<file path="src/rtl/priority_decoder_pipe.sv">
// priority_decoder_pipe
//   Two-entry skid FIFO that carries encoder codes {en, idx[2:0]} and presents
//   the head entry decoded to a one-hot byte. Every popped word is ORed into a
//   sticky hit mask and counted in a wrapping 8-bit transfer counter.
//
//   state   | meaning
//   --------+-------------------------------------------
//   S_EMPTY | no entries held, out_valid = 0
//   S_ONE   | one entry held at r_rptr
//   S_TWO   | both entries held, in_ready = 0
//
// Ports
//   clk        : clock, rising edge
//   rst        : asynchronous active-high reset
//   in_valid   : upstream code word valid
//   in_ready   : block accepts a code word this cycle (state-derived only)
//   in_idx     : 3-bit encoder index
//   in_en      : encoder valid flag (0 = no bit was set)
//   out_valid  : out_onehot holds a decoded word
//   out_ready  : downstream accepts the word
//   out_onehot : decoded head word
//   clr        : synchronous clear of hit_mask and xfer_cnt
//   hit_mask   : sticky OR of all popped one-hot words
//   xfer_cnt   : count of popped words, wraps at 256
module priority_decoder_pipe #(
  parameter int DEPTH = 2  // only 2 is supported: pointers are 1 bit wide
) (
  input  logic       clk,
  input  logic       rst,
  input  logic       in_valid,
  output logic       in_ready,
  input  logic [2:0] in_idx,
  input  logic       in_en,
  output logic       out_valid,
  input  logic       out_ready,
  output logic [7:0] out_onehot,
  input  logic       clr,
  output logic [7:0] hit_mask,
  output logic [7:0] xfer_cnt
);

  typedef enum logic [1:0] {
    S_EMPTY = 2'd0,
    S_ONE   = 2'd1,
    S_TWO   = 2'd2
  } occ_t;

  occ_t       r_state;
  occ_t       w_state_nxt;
  logic [3:0] r_mem [DEPTH];
  logic       r_wptr;
  logic       r_rptr;
  logic       r_in_ready;
  logic       r_out_valid;
  logic [7:0] r_hit_mask;
  logic [7:0] r_xfer_cnt;

  logic       w_push;
  logic       w_pop;
  logic [3:0] w_head;
  logic [7:0] w_onehot;
  logic [7:0] w_hit_base;
  logic [7:0] w_cnt_base;

  assign w_push = in_valid && r_in_ready;
  assign w_pop  = r_out_valid && out_ready;

  assign w_head   = r_mem[r_rptr];
  assign w_onehot = (r_out_valid && w_head[3]) ? (8'h01 << w_head[2:0]) : 8'h00;

  // Clear is applied before a coincident pop accumulates.
  assign w_hit_base = clr ? 8'h00 : r_hit_mask;
  assign w_cnt_base = clr ? 8'h00 : r_xfer_cnt;

  always_comb begin
    w_state_nxt = r_state;
    case (r_state)
      S_EMPTY: if (w_push) w_state_nxt = S_ONE;
      S_ONE: begin
        if (w_push && !w_pop)      w_state_nxt = S_TWO;
        else if (!w_push && w_pop) w_state_nxt = S_EMPTY;
      end
      S_TWO:   if (w_pop) w_state_nxt = S_ONE;
      default: w_state_nxt = S_EMPTY;
    endcase
  end

  always_ff @(posedge clk or posedge rst) begin
    if (rst) begin
      r_state     <= S_EMPTY;
      r_wptr      <= 1'b0;
      r_rptr      <= 1'b0;
      r_in_ready  <= 1'b1;
      r_out_valid <= 1'b0;
      r_hit_mask  <= 8'h00;
      r_xfer_cnt  <= 8'h00;
      for (int i = 0; i < DEPTH; i++) r_mem[i] <= 4'h0;
    end else begin
      r_state     <= w_state_nxt;
      // Handshake flags are registered from the next state, so in_ready has
      // no combinational path from out_ready.
      r_in_ready  <= (w_state_nxt != S_TWO);
      r_out_valid <= (w_state_nxt != S_EMPTY);
      if (w_push) begin
        r_mem[r_wptr] <= {in_en, in_idx};
        r_wptr        <= ~r_wptr;
      end
      if (w_pop) begin
        r_rptr     <= ~r_rptr;
        r_hit_mask <= w_hit_base | w_onehot;
        r_xfer_cnt <= w_cnt_base + 8'd1;
      end else if (clr) begin
        r_hit_mask <= 8'h00;
        r_xfer_cnt <= 8'h00;
      end
    end
  end

  assign in_ready   = r_in_ready;
  assign out_valid  = r_out_valid;
  assign out_onehot = w_onehot;
  assign hit_mask   = r_hit_mask;
  assign xfer_cnt   = r_xfer_cnt;

endmodule

</file>
<file path="config.mk">
export PLATFORM = sky130hd
export DESIGN_NAME = priority_decoder_pipe
export DESIGN_NICKNAME = d
export VERILOG_FILES = /design/src/rtl/priority_decoder_pipe.sv
export SDC_FILE = /design/constraint.sdc
export NUM_CORES = 1
export LEC_CHECK = 0
export ABC_AREA = 1
export CORE_ASPECT_RATIO = 0.5
export CORE_MARGIN = 4
export CORE_UTILIZATION = 44
export DETAILED_ROUTE_END_ITERATION = 10
export MAX_ROUTING_LAYER = met4
export PLACE_DENSITY = 0.82
export SLEW_MARGIN = 20
export SYNTH_ARGS = -nofsm -noshare
export SYNTH_HDL_FRONTEND = slang
export SYNTH_SLANG_ARGS = --single-unit
</file>
<file path="constraint.sdc">
create_clock -name clk -period 1.2 [get_ports clk]
set_input_delay 0.12 -clock clk [delete_from_list [all_inputs] [get_ports clk]]
set_output_delay 0.12 -clock clk [all_outputs]
set_load 0.01 [all_outputs]
</file>
### Yosys cells after proc, flatten, opt, wreduce, memory -nomap -nowiden

Cells that the tools add are included.

| word-level totals | value |
|---|---|
| bits in registers | 30 |
| output and inout port bits | 26 |
| bits of input ports | 9 |
| word-level logic and storage cells | 48 |

| cells by class | value |
|---|---|
| shift-type cells | 1 |
| muxes and demuxes | 16 |
| add/subtract/negate cells | 1 |
| eq/ne operators | 3 |
| reductions and logical operators | 10 |
| bitwise gates (word level) | 5 |
| order comparisons | 3 |

Operator list:

| kind | count |
|---|---|
| 8-bit 2-to-1 mux | 5 |
| 4-bit 2-to-1 mux | 4 |
| 8-bit by 1-bit adder with 8-bit output (second input constant) | 1 |
| 8-bit bitwise mux | 1 |
| 2-bit 2-to-1 mux | 4 |
| 8-bit OR | 1 |
| 1-bit by 3-bit << shifter with 8-bit output (first input constant) | 1 |
| 1-bit logical AND | 6 |
| 2-bit one-hot mux with 3 select lines | 1 |
| 4-bit demux with 1-bit select | 1 |
| 2-bit >= comparator (second input constant) | 2 |
| 1-bit NOT with 2-bit output | 2 |
| 2-bit by 1-bit == test with 1-bit output (second input constant) | 1 |
| 2-bit == test (second input constant) | 1 |
| 1-bit logical NOT | 2 |
| 2-bit logical NOT | 1 |
| 2-bit by 1-bit < comparator with 1-bit output (second input constant) | 1 |
| 2-bit != test (second input constant) | 1 |
| 1-bit NOT | 2 |
| 2-bit nonzero test | 1 |

### Longest topological paths before layout

Gate-level depths: netlist of the first run.

| logic depth | value |
|---|---|
| word-level depth | 8 |
| gate-level depth with buffers | 11 |
| gate-level depth less buffers | 10 |

### Worst setup path before layout of the first run

OpenSTA, ideal clock, no wires.

| path | value |
|---|---|
| path kind | flip-flop to flip-flop |
| start | register r_xfer_cnt[1] (netlist: xfer_cnt[1]) |
| end | register r_xfer_cnt[6] (netlist: xfer_cnt[6]) |
| path slack | -0.123 ns |
| library setup time | 0.113 ns |
| cell stages (with the launch flop) | 9 |
| path buffers | 0 |
| data required time | 1.087 ns |
| arrival time | 1.210 ns |
| period minus slack after synthesis | 1.323 ns |
| cell sequence | dfrtp_1 inv_1 nor2_1 ha_1 nand3_1 nor2_1 nand4_1 nand2_1 inv_1 |

| between the ends | value |
|---|---|
| word-level cells in the longest chain between the ends | 3 |

Ends and longest elaborated chain:

| item | line | RTL |
|---|---|---|
| start: declaration | 56 | `logic [7:0] r_xfer_cnt;` |
| start signal: assignment | 111 | `r_xfer_cnt <= w_cnt_base + 8'd1;` |
| 8-bit 2-to-1 mux | -- |  |
| 8-bit by 1-bit adder with 8-bit output | 111 |  |
| 8-bit 2-to-1 mux | 108 | `if (w_pop) begin` |

Every way passes these cells.
A chain may end at the register's enable or synchronous reset.

### Final worst setup path of the first run

| path | value |
|---|---|
| start | register r_rptr |
| end | output out_onehot[6] |

| between the ends | value |
|---|---|
| word-level cells in the longest chain between the ends | 6 |
| elaborated cells on any way between the ends | 7 |
| those cells by class | shift: 1; mux: 4; bitwise: 1; reduce/logical: 1 |

Ends and longest elaborated chain:

| item | line | RTL |
|---|---|---|
| start: declaration | 52 | `logic r_rptr;` |
| start signal: assignment | 109 | `r_rptr <= ~r_rptr;` |
| 1-bit NOT with 2-bit output (implied by the code) (*) | 68 | `assign w_head = r_mem[r_rptr];` |
| 4-bit 2-to-1 mux (implied by the code) (*) (3 in series) | 68 |  |
| 1-bit by 3-bit << shifter with 8-bit output or 1-bit logical AND (tied branches) | 69 | `assign w_onehot = (r_out_valid && w_head[3]) ? (8'h01 << w_head[2:0]) : 8'h00;` |
| 8-bit 2-to-1 mux (*) | 69 |  |
| end: declaration | 36 | `output logic [7:0] out_onehot,` |

Mark *: on every way between the ends. The rest lies on a longest branch, timed or not. The select of a mux whose other input is x is not followed.

==> out/qor.yml, run 1 <==
status: "finished with violations"
violations: "negative setup slack"
htree_levels: 2
syn_inst: 181
whs_ns: 0.1564
required_ns: 1.08
seq_area_um2: 753.2
track_usage: 0.2393
grt_use_met2: 0.4017
slew_headroom: 0.7778
r2r_cells: 9
skew_ns: 0.006740
worstPathMaxFanout: 4
r2r_end: "hit_mask[5]$_DFF_PP0_"
antenna_found_initial: 0
slew_violations: 0
fp.dieH_um: 49.01
globalplace.congestion: 0.8693
grt_pass1_wl_um: 7935
max_freq_mhz: 611.0
first_pass_iters: 5
grt-busiest-layer: "met2"
syn_area_per_cell_um2: 8.178
dp_hpwl_um: 2552
drive_gt1_frac: 0.4864
rsz0062_at_grt: "true"
avgViaCountPerCell: 5.323
grtUsageMet3: 0.06009
post-route-period-util: 1.364
synth_cell_type_count: 21
wl_per_cell_um: 17.65
synth_nets: 191
grt_pass1_vias: 1595
grt_max_degree: 31
fill_cells: 165
crit_start: "r_rptr$_DFFE_PP0P_"
r2r-start: "r_rptr$_DFFE_PP0P_"
clock-sinks: 30
clk_latency_ns: 0.30
endpoint_kind: "primary output"
crit_arrival_ns: 1.52
fp-row-count: 14
die_area_um2: 4412
start_kind: "flip-flop"
met1_usage: 0.2616
fin_crit_ns: 1.637
yosysSeqAreaShare: 0.5080
dr.first_iter.drc_count: 71
overflow: 0
crit_type: "flip-flop to primary output"
cts_root_buffer: "clkbuf_8"
core_um2: 3118
drv_cap: 0
synth_top_area_share: 0.4903
clk_pin_slew_ns: 0.07
ys_warn_count: 0
io_pins: 35
final_common_cell: "nand2_1"
p_leak_uw: 0.001303
setup_violations: 21
cts_tree: "built"
ir_drop_mv: 1.611
multi_input_area_um2: 798.3
final_cell_mix: "nand2_1 (32), dfrtp_1 (28), inv_1 (25), buf_6 (23), buf_4 (19)"
hold_viol_final: 0
tightest_slew_ns: 0.3321
finish.net_count: 266
diodes: 0
drc_errors: 0
fin_ws_ns: -0.4365
die_w_um: 90.03
setup-tns-final_ns: -4.910
synth_largest_area_cell: "dfrtp_1"
pwr_density_cell_nw_per_um2: 2311
synth.top_cells.by_area: "dfrtp_1 (49%), nand2_1 (12%), inv_1 (9.1%), o21ai_0 (5.4%), o21ai_2 (4.1%)"
wirelength_um: 5243
ys_seq_elements: 30
ant_nets: 0
synthesis.area_um2: 1480
portBuffers: 34
cts-hold-fix-buffers: 0
cts_buffers: 5
syn_to_final_growth_pct: 69.06
rrSetupSlack_ns: -0.39
start_util: 0.4747
cts_max_path_buffers: 2
min_path_type: "input pin to asynchronous set/reset pin"
num_vias: 1581
-- area by class of cell --
type | instances | area share
multi-input combinational | 112 | 0.3190
sequential | 30 | 0.3010
timing repair buffer | 70 | 0.2590
inverter | 37 | 0.05750
clock buffer | 5 | 0.02750
tap | 40 | 0.02000
clock inverter | 3 | 0.01600
-- report_power, final --
part / switching (uW) / leakage [uW] / internal, uW / total [uW]
clock network: 422 / 0.0000579 / 610 / 1030
registers: 308 / 0.000389 / 1330 / 1640
logic: 1730 / 0.000856 / 1390 / 3110
total: 2460 / 0.00130 / 3330 / 5780
-- synthesized netlist by cell type --
cell	count
xor2_1	4
nand2_1	49
xnor2_1	2
dfrtp_1	29
nor2_2	1
nor2_4	2
nand3_1	8
nand3_4	1
dfstp_2	1
o21ai_1	4
inv_4	1
buf_2	3
nand4_1	1
nand2_4	1
ha_1	1
inv_1	36
o21ai_2	7
or2_2	1
nor2_1	12
nand2_2	1
o21ai_0	16
-- worst max-delay path by stage --
stage,depth (start not counted),endpoint
3_5_place_dp,7,out_onehot[1]
6_report,7,out_onehot[6]
2_1_floorplan,8,xfer_cnt[6]$_DFF_PP0_
4_1_cts,7,out_onehot[5]
3_3_place_gp,7,out_onehot[2]
5_1_grt,7,out_onehot[6]
-- registers in the layout, summed over array words and instances, names as in the netlist --
name / cells
r_mem: 8
xfer_cnt: 8
r_wptr: 1
hit_mask: 8
out_valid: 1
in_ready: 1
r_rptr: 1
r_state: 2
-- logic make-up (layout without fill, tap and decap cells) --
group	Yosys count	in the layout	share of synthesized area
AO/OA/AOI/OAI	27	27	0.1090
flip-flops	30	30	0.5080
buffers and inverters	40	115	0.1057
AND/OR/NAND/NOR	77	78	0.2333
XOR/XNOR	6	6	0.03550
adder cells (fa/ha/maj)	1	1	0.008452
-- routing by layer --
metal	wire, um	vias up
met5	0	-
met1	2234	785
met4	201	0
met2	2543	65
li1	-	709
met3	263	22
-- worst max-delay path, cell delays in order (launching register included) --
cell	delay, ns
dfrtp_2	0.46
buf_6	0.16
nand2_2	0.07
o21ai_2	0.07
nor2_4	0.18
nand2_2	0.10
inv_2	0.07
buf_6	0.10
-- metrics by stage --
stage	power, uW	util	setup WS [ns]	instances	cell area [um2]
after global placement	3528	0.6617	-0.4214	275	2063
after CTS	5157	0.7677	-0.3464	297	2394
after global routing	6073	0.8026	-0.4897	297	2502
after floorplan	2703	-	-0.03099	181	1509
final	5783	0.8026	-0.4365	297	2502
after detailed placement	3608	0.6617	-0.4656	275	2063
-- timing repair --
action                     4_1_cts  5_1_grt
gates cloned                     0        1
pin swaps                       23       29
buffers inserted                31        9
resized for setup              111       53
setup endpoints to repair       43       35
Note: power is estimated with default switching activity, not from simulation.
==> run 2, diff against run 1 <==
Settings changed: CTS_CLUSTER_SIZE set to 14, SETUP_SLACK_MARGIN set to 0.02.
==> run 2 against run 1 <==
Compared with the run above:
- the flow still finishes with violations (negative setup slack)
- sequential power barely moved
- clock skew fell by 0.0029 ns
- power fell by 10%
- highest routed layer unchanged
- count of clock-buffer cells in the layout rose by 3
- sequential cell count did not move
- worst hold slack improved by 0.063 ns
==> out/qor.yml, run 2 (same netlist as run 1, synthesis figures left out) <==
grt_pass1_vias: 1427  # -11%
avgViaCountPerCell: 4.889  # -8.2%
die_w_um: 90.03  # unchanged
r2r-start: "r_rptr$_DFFE_PP0P_"
final_cell_mix: "nand2_1 (37), inv_1 (30), dfrtp_1 (28), buf_4 (27), dlygate4sd2_1 (16)"
die_area_um2: 4412  # unchanged
dp_hpwl_um: 2560  # +0.33%
wirelength_um: 4596  # -12%
crit_start: "r_rptr$_DFFE_PP0P_"
start_util: 0.4747  # unchanged
fill_cells: 187  # +13%
r2r_end: "hit_mask[6]$_DFF_PP0_"
drv_cap: 0  # unchanged
skew_ns: 0.003862  # -0.002878 ns
syn_to_final_growth_pct: 59.34
pwr_density_cell_nw_per_um2: 2205  # -4.6%
htree_levels: 2  # unchanged
r2r_cells: 8  # -1
fp-row-count: 14  # unchanged
slew_headroom: 0.8018  # +0.02402
io_pins: 35  # unchanged
core_um2: 3118  # unchanged
fin_ws_ns: -0.4337  # +0.002795 ns
multi_input_area_um2: 728.2  # -8.8%
min_path_type: "input pin to asynchronous set/reset pin"
place_area_um2: 2048  # -0.73%
clk_pin_slew_ns: 0.07  # about the same
start_kind: "flip-flop"
drive_gt1_frac: 0.4219  # -0.06451
status: "finished with violations"
finish.net_count: 265  # -0.38%
cts_root_buffer: "clkbuf_8"
globalplace.congestion: 0.8036  # -7.6%
final_common_cell: "nand2_1"
antenna_found_initial: 0  # unchanged
fin_crit_ns: 1.634  # -0.002795 ns
clock-sinks: 30  # unchanged
clk_latency_ns: 0.29  # about the same
crit_type: "flip-flop to primary output"
diodes: 0  # unchanged
rsz0062_at_grt: "true"
cp-endpoint: "out_onehot[7]"
first_pass_iters: 4  # -1
track_usage: 0.2081  # -0.03116
seq_area_um2: 753.2  # unchanged
post-route-period-util: 1.361  # -0.002329
postLayoutCellArea_um2: 2359  # -5.8%
slew_violations: 0  # unchanged
dr.first_iter.drc_count: 97  # +37%
cts_buffers: 5  # unchanged
wl_per_cell_um: 15.53  # -12%
num_vias: 1447  # -8.5%
worstPathMaxFanout: 8  # +4
ant_nets: 0  # unchanged
cts_max_path_buffers: 2  # unchanged
grt_max_degree: 31  # unchanged
violations: "negative setup slack"
grt_pass1_wl_um: 7031  # -11%
required_ns: 1.08  # about the same
hold_viol_final: 0  # unchanged
fp.dieH_um: 49.01  # unchanged
setup_violations: 15  # -29%
cts_tree: "built"
overflow: 0  # unchanged
portBuffers: 34  # unchanged
endpoint_kind: "primary output"
tightest_slew_ns: 0.2953  # -0.03679 ns
drc_errors: 0  # unchanged
ir_drop_mv: 1.137  # -29%
max_freq_mhz: 612.1  # +0.17%
crit_arrival_ns: 1.51  # about the same
total_power_uw: 5199  # -10%
rrSetupSlack_ns: -0.24  # +0.15 ns
p_leak_uw: 0.001282  # -1.6%
run 2: layer usage:
layer | routed length, um | track usage | vias to the layer above
li1 | - | - | 699
met1 | 1915 | 0.2384 | 694
met2 | 2348 | 0.3585 | 37
met3 | 157 | 0.04006 | 17
met4 | 176 | 0.09645 | 0
met5 | 0 | - | -
run 2: area by class of cell:
| type | count | share of cell area |
|---|---|---|
| clock buffers | 8 | 0.04668 |
| inverters | 37 | 0.06101 |
| multi-input cells | 112 | 0.3088 |
| flip-flops and latches | 30 | 0.3194 |
| well taps | 40 | 0.02122 |
| repair buffers | 69 | 0.2430 |
run 2: worst min-delay path by stage:
stage,to,cells after the start
4_1_cts,xfer_cnt[1]$_DFF_PP0_,3
6_report,out_valid$_DFF_PP0_,3
3_3_place_gp,xfer_cnt[0]$_DFF_PP0_,3
2_1_floorplan,hit_mask[0]$_DFF_PP0_,1
5_1_grt,out_valid$_DFF_PP0_,3
3_5_place_dp,xfer_cnt[1]$_DFF_PP0_,3
run 2: where the power goes:
group / internal [uW] / leakage (uW) / switching (uW) / total [uW]
sequential: 1330 / 0.000389 / 277 / 1610
clock: 579 / 0.0000575 / 403 / 982
combinational: 1160 / 0.000836 / 1450 / 2610
total: 3070 / 0.00128 / 2130 / 5200
run 2: repair_timing:
| item | CTS | global route |
|---|---|---|
| resized for setup | 92 | 24 |
| setup buffers | 11 | 7 |
| setup endpoints to repair | 43 | 33 |
| cloned | 0 | 1 |
| pin swaps | 12 | 8 |
| hold buffers | 0 | 0 |
run 2: critical path: stages (launching register included):
cell,delay (ns)
dfrtp_2,0.47
o21ai_1,0.26
nor2_2,0.07
buf_4,0.15
nand2_2,0.08
inv_1,0.06
buf_2,0.14
run 2: through the flow:
stage | instances | utilization | TNS [ns] | hold slack (ns) | setup slack (ns)
floorplan | 181 | - | -0.04099 | 0.2101 | -0.02189
global placement | 273 | 0.6569 | -5.050 | 0.4666 | -0.4283
detailed placement | 273 | 0.6569 | -6.052 | 0.4765 | -0.4688
CTS | 289 | 0.7219 | -3.653 | 0.1812 | -0.3406
global route | 296 | 0.7564 | -5.670 | 0.2258 | -0.5019
finish | 296 | 0.7564 | -4.304 | 0.2195 | -0.4337
==> patch 1: new RTL, flow settings as in run 1 <==
Reset style: synchronous (`rst`), changed in one clocked block. Comments in the files are not updated.
--- a/src/rtl/priority_decoder_pipe.sv
+++ b/src/rtl/priority_decoder_pipe.sv
@@ -85,7 +85,7 @@
     endcase
   end
 
-  always_ff @(posedge clk or posedge rst) begin
+  always_ff @(posedge clk) begin
     if (rst) begin
       r_state     <= S_EMPTY;
       r_wptr      <= 1'b0;
Formal check against the unedited RTL: differs if rst is asserted again (counterexample within 4 cycles, from zero or initial values and one cycle with rst high); with rst held inactive, the same outputs for 10 cycles.
==> patch 1 against run 1 <==
The flow still finishes with violations (negative setup slack); worst setup slack better by 0.13 ns; hold slack better by 0.31 ns; wire length down 4.8%; cell area down 3.6%; critical endpoint is now out_onehot[2]; count of clock-buffer cells in the layout up 2; sequential cell count increased by 1; synthesized area decreased by 0.85%.
Power is not compared: it rests on default switching activity, and its combinational part moved more than twofold at a synthesized area within 25%.
==> patch 1: results (changes against run 1) <==
| Metric | Value |
|---|---|
| Max Fanout on Critical Path | 7 (+3) |
| Initial antenna violation count | 0 (unchanged) |
| Violated checks | negative setup slack |
| Initial DRT Pass Iterations | 4 (-1) |
| Clock Skew | 0.00842 ns (+0.00168 ns) |
| # fillers | 171 (+3.6%) |
| Vias | 1597 (+1.0%) |
| Final wirelength | 4990 um (-4.8%) |
| Worst path slowest cell | dfxtp_4 |
| Final GP Congestion | 0.835 (-4.0%) |
| DRT iter0 DRCs | 87 (+23%) |
| Number of global-route vias before repair | 1548 (-2.9%) |
| Share of cells above drive strength 1 | 42.0% (-6.7 points) |
| Setup Viol. Count Final | 18 (-14%) |
| FFs w/ async S/R, synth | 0% (-100 points) |
| Status | finished with violations |
| Synth area leaders | dfxtp_1 31%, edfxtp_1 16%, nor2_1 10% |
| Total GRT Usage | 20.8% (-3.1 points) |
| Cells on worst reg2reg path | 11 (+2) |
| Synth top cells by count | 40 x nor2_1, 37 x nand2_1, 31 x inv_1, 23 x dfxtp_1, 12 x nand3_1 |
| R2R setup slack | -0.28 ns (+0.11 ns) |
| HPWL after DPL | 2720 um (+6.5%) |
| Clock latency on the worst-skew pair | 0.29 ns |
| Cell variety after synth | 25 (+19%) |
| Nets | 283 (+6.4%) |
| Measured slew at the worst slew-check pin | 0.287 ns (-0.0446 ns) |
| Crit path largest cell delay | 0.42 ns (-0.04 ns) |
| Worst EP arrival | 1.38 ns (-0.14 ns) |
| Number of synthesized flops with an enable pin | 8 (+8) |
| Post-CTS setup buffers | 13 (-58%) |
| Hold path depth | 2 |
| Placed cell area | 0.00205 mm^2 (-0.61%) |
| Worst min-delay path class | register to register |
| #FFs+latches synth | 31 (+3.3%) |
| Sequential fraction of the synthesis area | 47.7% (-3.1 points) |
| Largest net degree at the start of global routing | 13 (-58%) |
| Worst reg2reg path endpoint | hit_mask[6]$_SDFF_PP0_ |
| Worst Hold Path EP | hit_mask[4]$_SDFF_PP0_ |
| Final worst slack | -0.304 ns (+0.133 ns) |
| Syn nets | 206 (+7.9%) |
| Global-route wire length before repair | 6800 um (-14%) |
| Post-CTS Resized | 90 (-19%) |
patch 1: routing by layer:
layer / global-route usage [%] / up-vias / part of all wire (%)
met3: 5.23 / 19 / 5.9
met4: 9.90 / 0 / 3.3
met5: - / - / 0
met1: 21.8 / 743 / 42
li1: - / 766 / -
met2: 36.3 / 69 / 48
patch 1: logic make-up after synthesis:
group | after synthesis | synth area share (%)
buffers and inverters | 38 | 10.3
and+or+nand+nor | 107 | 33.9
adders and majority gates | 1 | 0.852
DFF | 31 | 47.7
xor gates and xnor gates | 2 | 1.19
AOI/OAI and AO/OA | 17 | 5.97
patch 1: area by class of cell:
type	instances	area (um^2)	share of cell area [%]
clock buffers	7	86.3	3.58
clock inverters	1	5.00	0.207
inverters	34	135	5.60
multi-input cells	127	830	34.4
flip-flops and latches	31	711	29.5
well taps	40	50.0	2.07
repair buffers	74	596	24.7
patch 1: how the worst max path moves through the flow:
stage | from | endpoint | slack [ns]
after global routing | register | out_onehot[3] | -0.37
final | register | out_onehot[2] | -0.30
after CTS | register | out_onehot[2] | -0.26
after floorplan | xfer_cnt[0]$_SDFF_PP0_ | xfer_cnt[4]$_SDFF_PP0_ | -0.02
after detailed placement | register | out_onehot[2] | -0.46
after global placement | register | out_onehot[0] | -0.41
patch 1: per-stage QoR:
stage,setup TNS [ns],hold WS (ns),util [%],setup slack [ns],cells
after floorplan,-0.0161,0.192,-,-0.0161,196
after global placement,-8.28,0.456,66.1,-0.414,292
final,-3.69,0.465,77.8,-0.304,314
after global routing,-4.95,0.490,77.8,-0.366,314
after detailed placement,-9.43,0.458,66.1,-0.461,292
after CTS,-2.27,0.462,73.4,-0.258,309
patch 1: worst max-delay path, delay by kind of cell, from the launching register on:
family        cells  cell delay [ns]
flops             1             0.42
buf+inv           3             0.25
simple gates      4             0.42
==> patch 2: new RTL, flow settings as in run 1 <==
Without the edit above. Re-encode `occ_t` (3 values) as one-hot, 3 bits wide.
--- a/src/rtl/priority_decoder_pipe.sv
+++ b/src/rtl/priority_decoder_pipe.sv
@@ -39,10 +39,10 @@
   output logic [7:0] xfer_cnt
 );
 
-  typedef enum logic [1:0] {
-    S_EMPTY = 2'd0,
-    S_ONE   = 2'd1,
-    S_TWO   = 2'd2
+  typedef enum logic [2:0] {
+    S_EMPTY = 3'b001,
+    S_ONE   = 3'b010,
+    S_TWO   = 3'b100
   } occ_t;
 
   occ_t       r_state;
Check against the original RTL: same outputs for any inputs over 10 cycles, from zero or initial values and one cycle with rst high; not proved beyond that.
==> patch 2 against run 1 <==
Synthesized area grew 2.7%; the run still ends with negative setup slack left; hold slack gained 0.0023 ns; sequential cell count grew 1; total power shrank 9.0%; wire length grew 7.5%; critical endpoint is now out_onehot[0]; worst setup slack lost 0.074 ns; via count grew 6.3%; cell area grew 4.6%.
==> patch 2: results (changes against run 1) <==
| Metric | Value |
|---|---|
| # fillers | 157 (-4.8%) |
| Post-Place Cells | 290 (+5.5%) |
| Syn nets | 201 (+5.2%) |
| M1 wire length | 2330 um (+4.4%) |
| Setup Viol. Count Final | 24 (+14%) |
| Max Fanout on Critical Path | 6 (+2) |
| Placed cell area | 0.00216 mm^2 (+4.6%) |
| Total GRT Usage | 21.5% (-2.5 points) |
| Pre-CTS WS | -0.528 ns (-0.0626 ns) |
| Average size of a mapped cell | 7.96 um^2 (-2.7%) |
| Synth area leaders | dfrtp_1 48%, nand2_1 14%, inv_1 8.4% |
| Global-route wire length before repair | 7470 um (-5.8%) |
| Met2 usage | 38.1% (-2.0 points) |
| Setup TNS Final | -6.05 ns (-1.14 ns) |
| Sequential power share | 30.8% (+2.5 points) |
| Leakage | 1.41 nW (+8.3%) |
| HPWL after DPL | 2800 um (+9.6%) |
| WL met3 | 367 um (+40%) |
| Status | finished with violations |
| Internal Power | 0.00292 W (-12%) |
| Measured slew at the worst slew-check pin | 0.283 ns (-0.0487 ns) |
| Nets | 284 (+6.8%) |
| Vias | 1680 (+6.3%) |
| Final GP Congestion | 0.823 (-5.3%) |
| Worst EP arrival | 1.59 ns (+0.07 ns) |
| Final Util | 83.1% (+2.8 points) |
| Number of global-route vias before repair | 1567 (-1.8%) |
| Violated checks | negative setup slack |
| Final worst slack | -0.511 ns (-0.0743 ns) |
| Met2 WL | 2720 um (+7.0%) |
| Largest net degree at the start of global routing | 32 (+3.2%) |
| Sequential fraction of the synthesis area | 51.2% (+0.39 points) |
| Cell variety after synth | 22 (+4.8%) |
| Initial DRT Pass Iterations | 4 (-1) |
| Met1 global-route usage | 24.1% (-2.0 points) |
| Clock Skew | 0.0138 ns (+0.00709 ns) |
| DRT iter0 DRCs | 101 (+42%) |
| Synth top cells by count | 56 x nand2_1, 34 x inv_1, 29 x dfrtp_1, 13 x o21ai_0 |
| Share of cells above drive strength 1 | 46.5% (-2.1 points) |
-- patch 2: logic make-up after synthesis --
group / after synthesis / share of synthesized area (%)
adder cells (fa/ha/maj): 1 / 0.823
buffers and inverters: 40 / 10.1
XOR/XNOR: 4 / 2.30
flip-flops: 31 / 51.2
AO/OA/AOI/OAI: 25 / 10.5
AND/OR/NAND/NOR: 90 / 25.1
-- patch 2: what timing repair did --
item / 4_1_cts / 5_1_grt
setup buffers: 13 / 13
gates cloned: 0 / 1
gates resized for setup: 95 / 56
pin swaps: 12 / 27
endpoints found under the setup margin: 38 / 32
hold buffers: 0 / 0
-- patch 2: area by class of cell --
cell class | instances | share of cell area (%)
Clock buffer | 7 | 2.91
Clock inverter | 1 | 0.191
Inverter | 37 | 5.69
Multi-Input combinational cell | 121 | 32.4
Sequential cell | 31 | 29.8
Tap cell | 40 | 1.91
Timing Repair Buffer | 78 | 27.1
-- patch 2: final timing paths --
kind / cells past startpoint / to / slack (ns) / from
max: 7 / out_onehot[0] / -0.51 / r_rptr$_DFFE_PP0P_
min: 3 / xfer_cnt[1]$_DFF_PP0_ / 0.16 / rst
max reg2reg: 9 / hit_mask[1]$_DFF_PP0_ / -0.46 / r_rptr$_DFFE_PP0P_
min reg2reg: 2 / hit_mask[1]$_DFF_PP0_ / 0.49 / hit_mask[1]$_DFF_PP0_
max in group asynchronous: 3 / in_ready$_DFF_PP1_ / 0.79 / rst
min in group clk: 5 / xfer_cnt[0]$_DFF_PP0_ / 0.32 / clr
-- patch 2: stage by stage --
stage / power, W / hold WS, ns
after floorplan: 0.00243 / 0.222
after detailed placement: 0.00316 / 0.469
final: 0.00527 / 0.159
after global placement: 0.00308 / 0.465
after global routing: 0.00549 / 0.200
after CTS: 0.00444 / 0.211
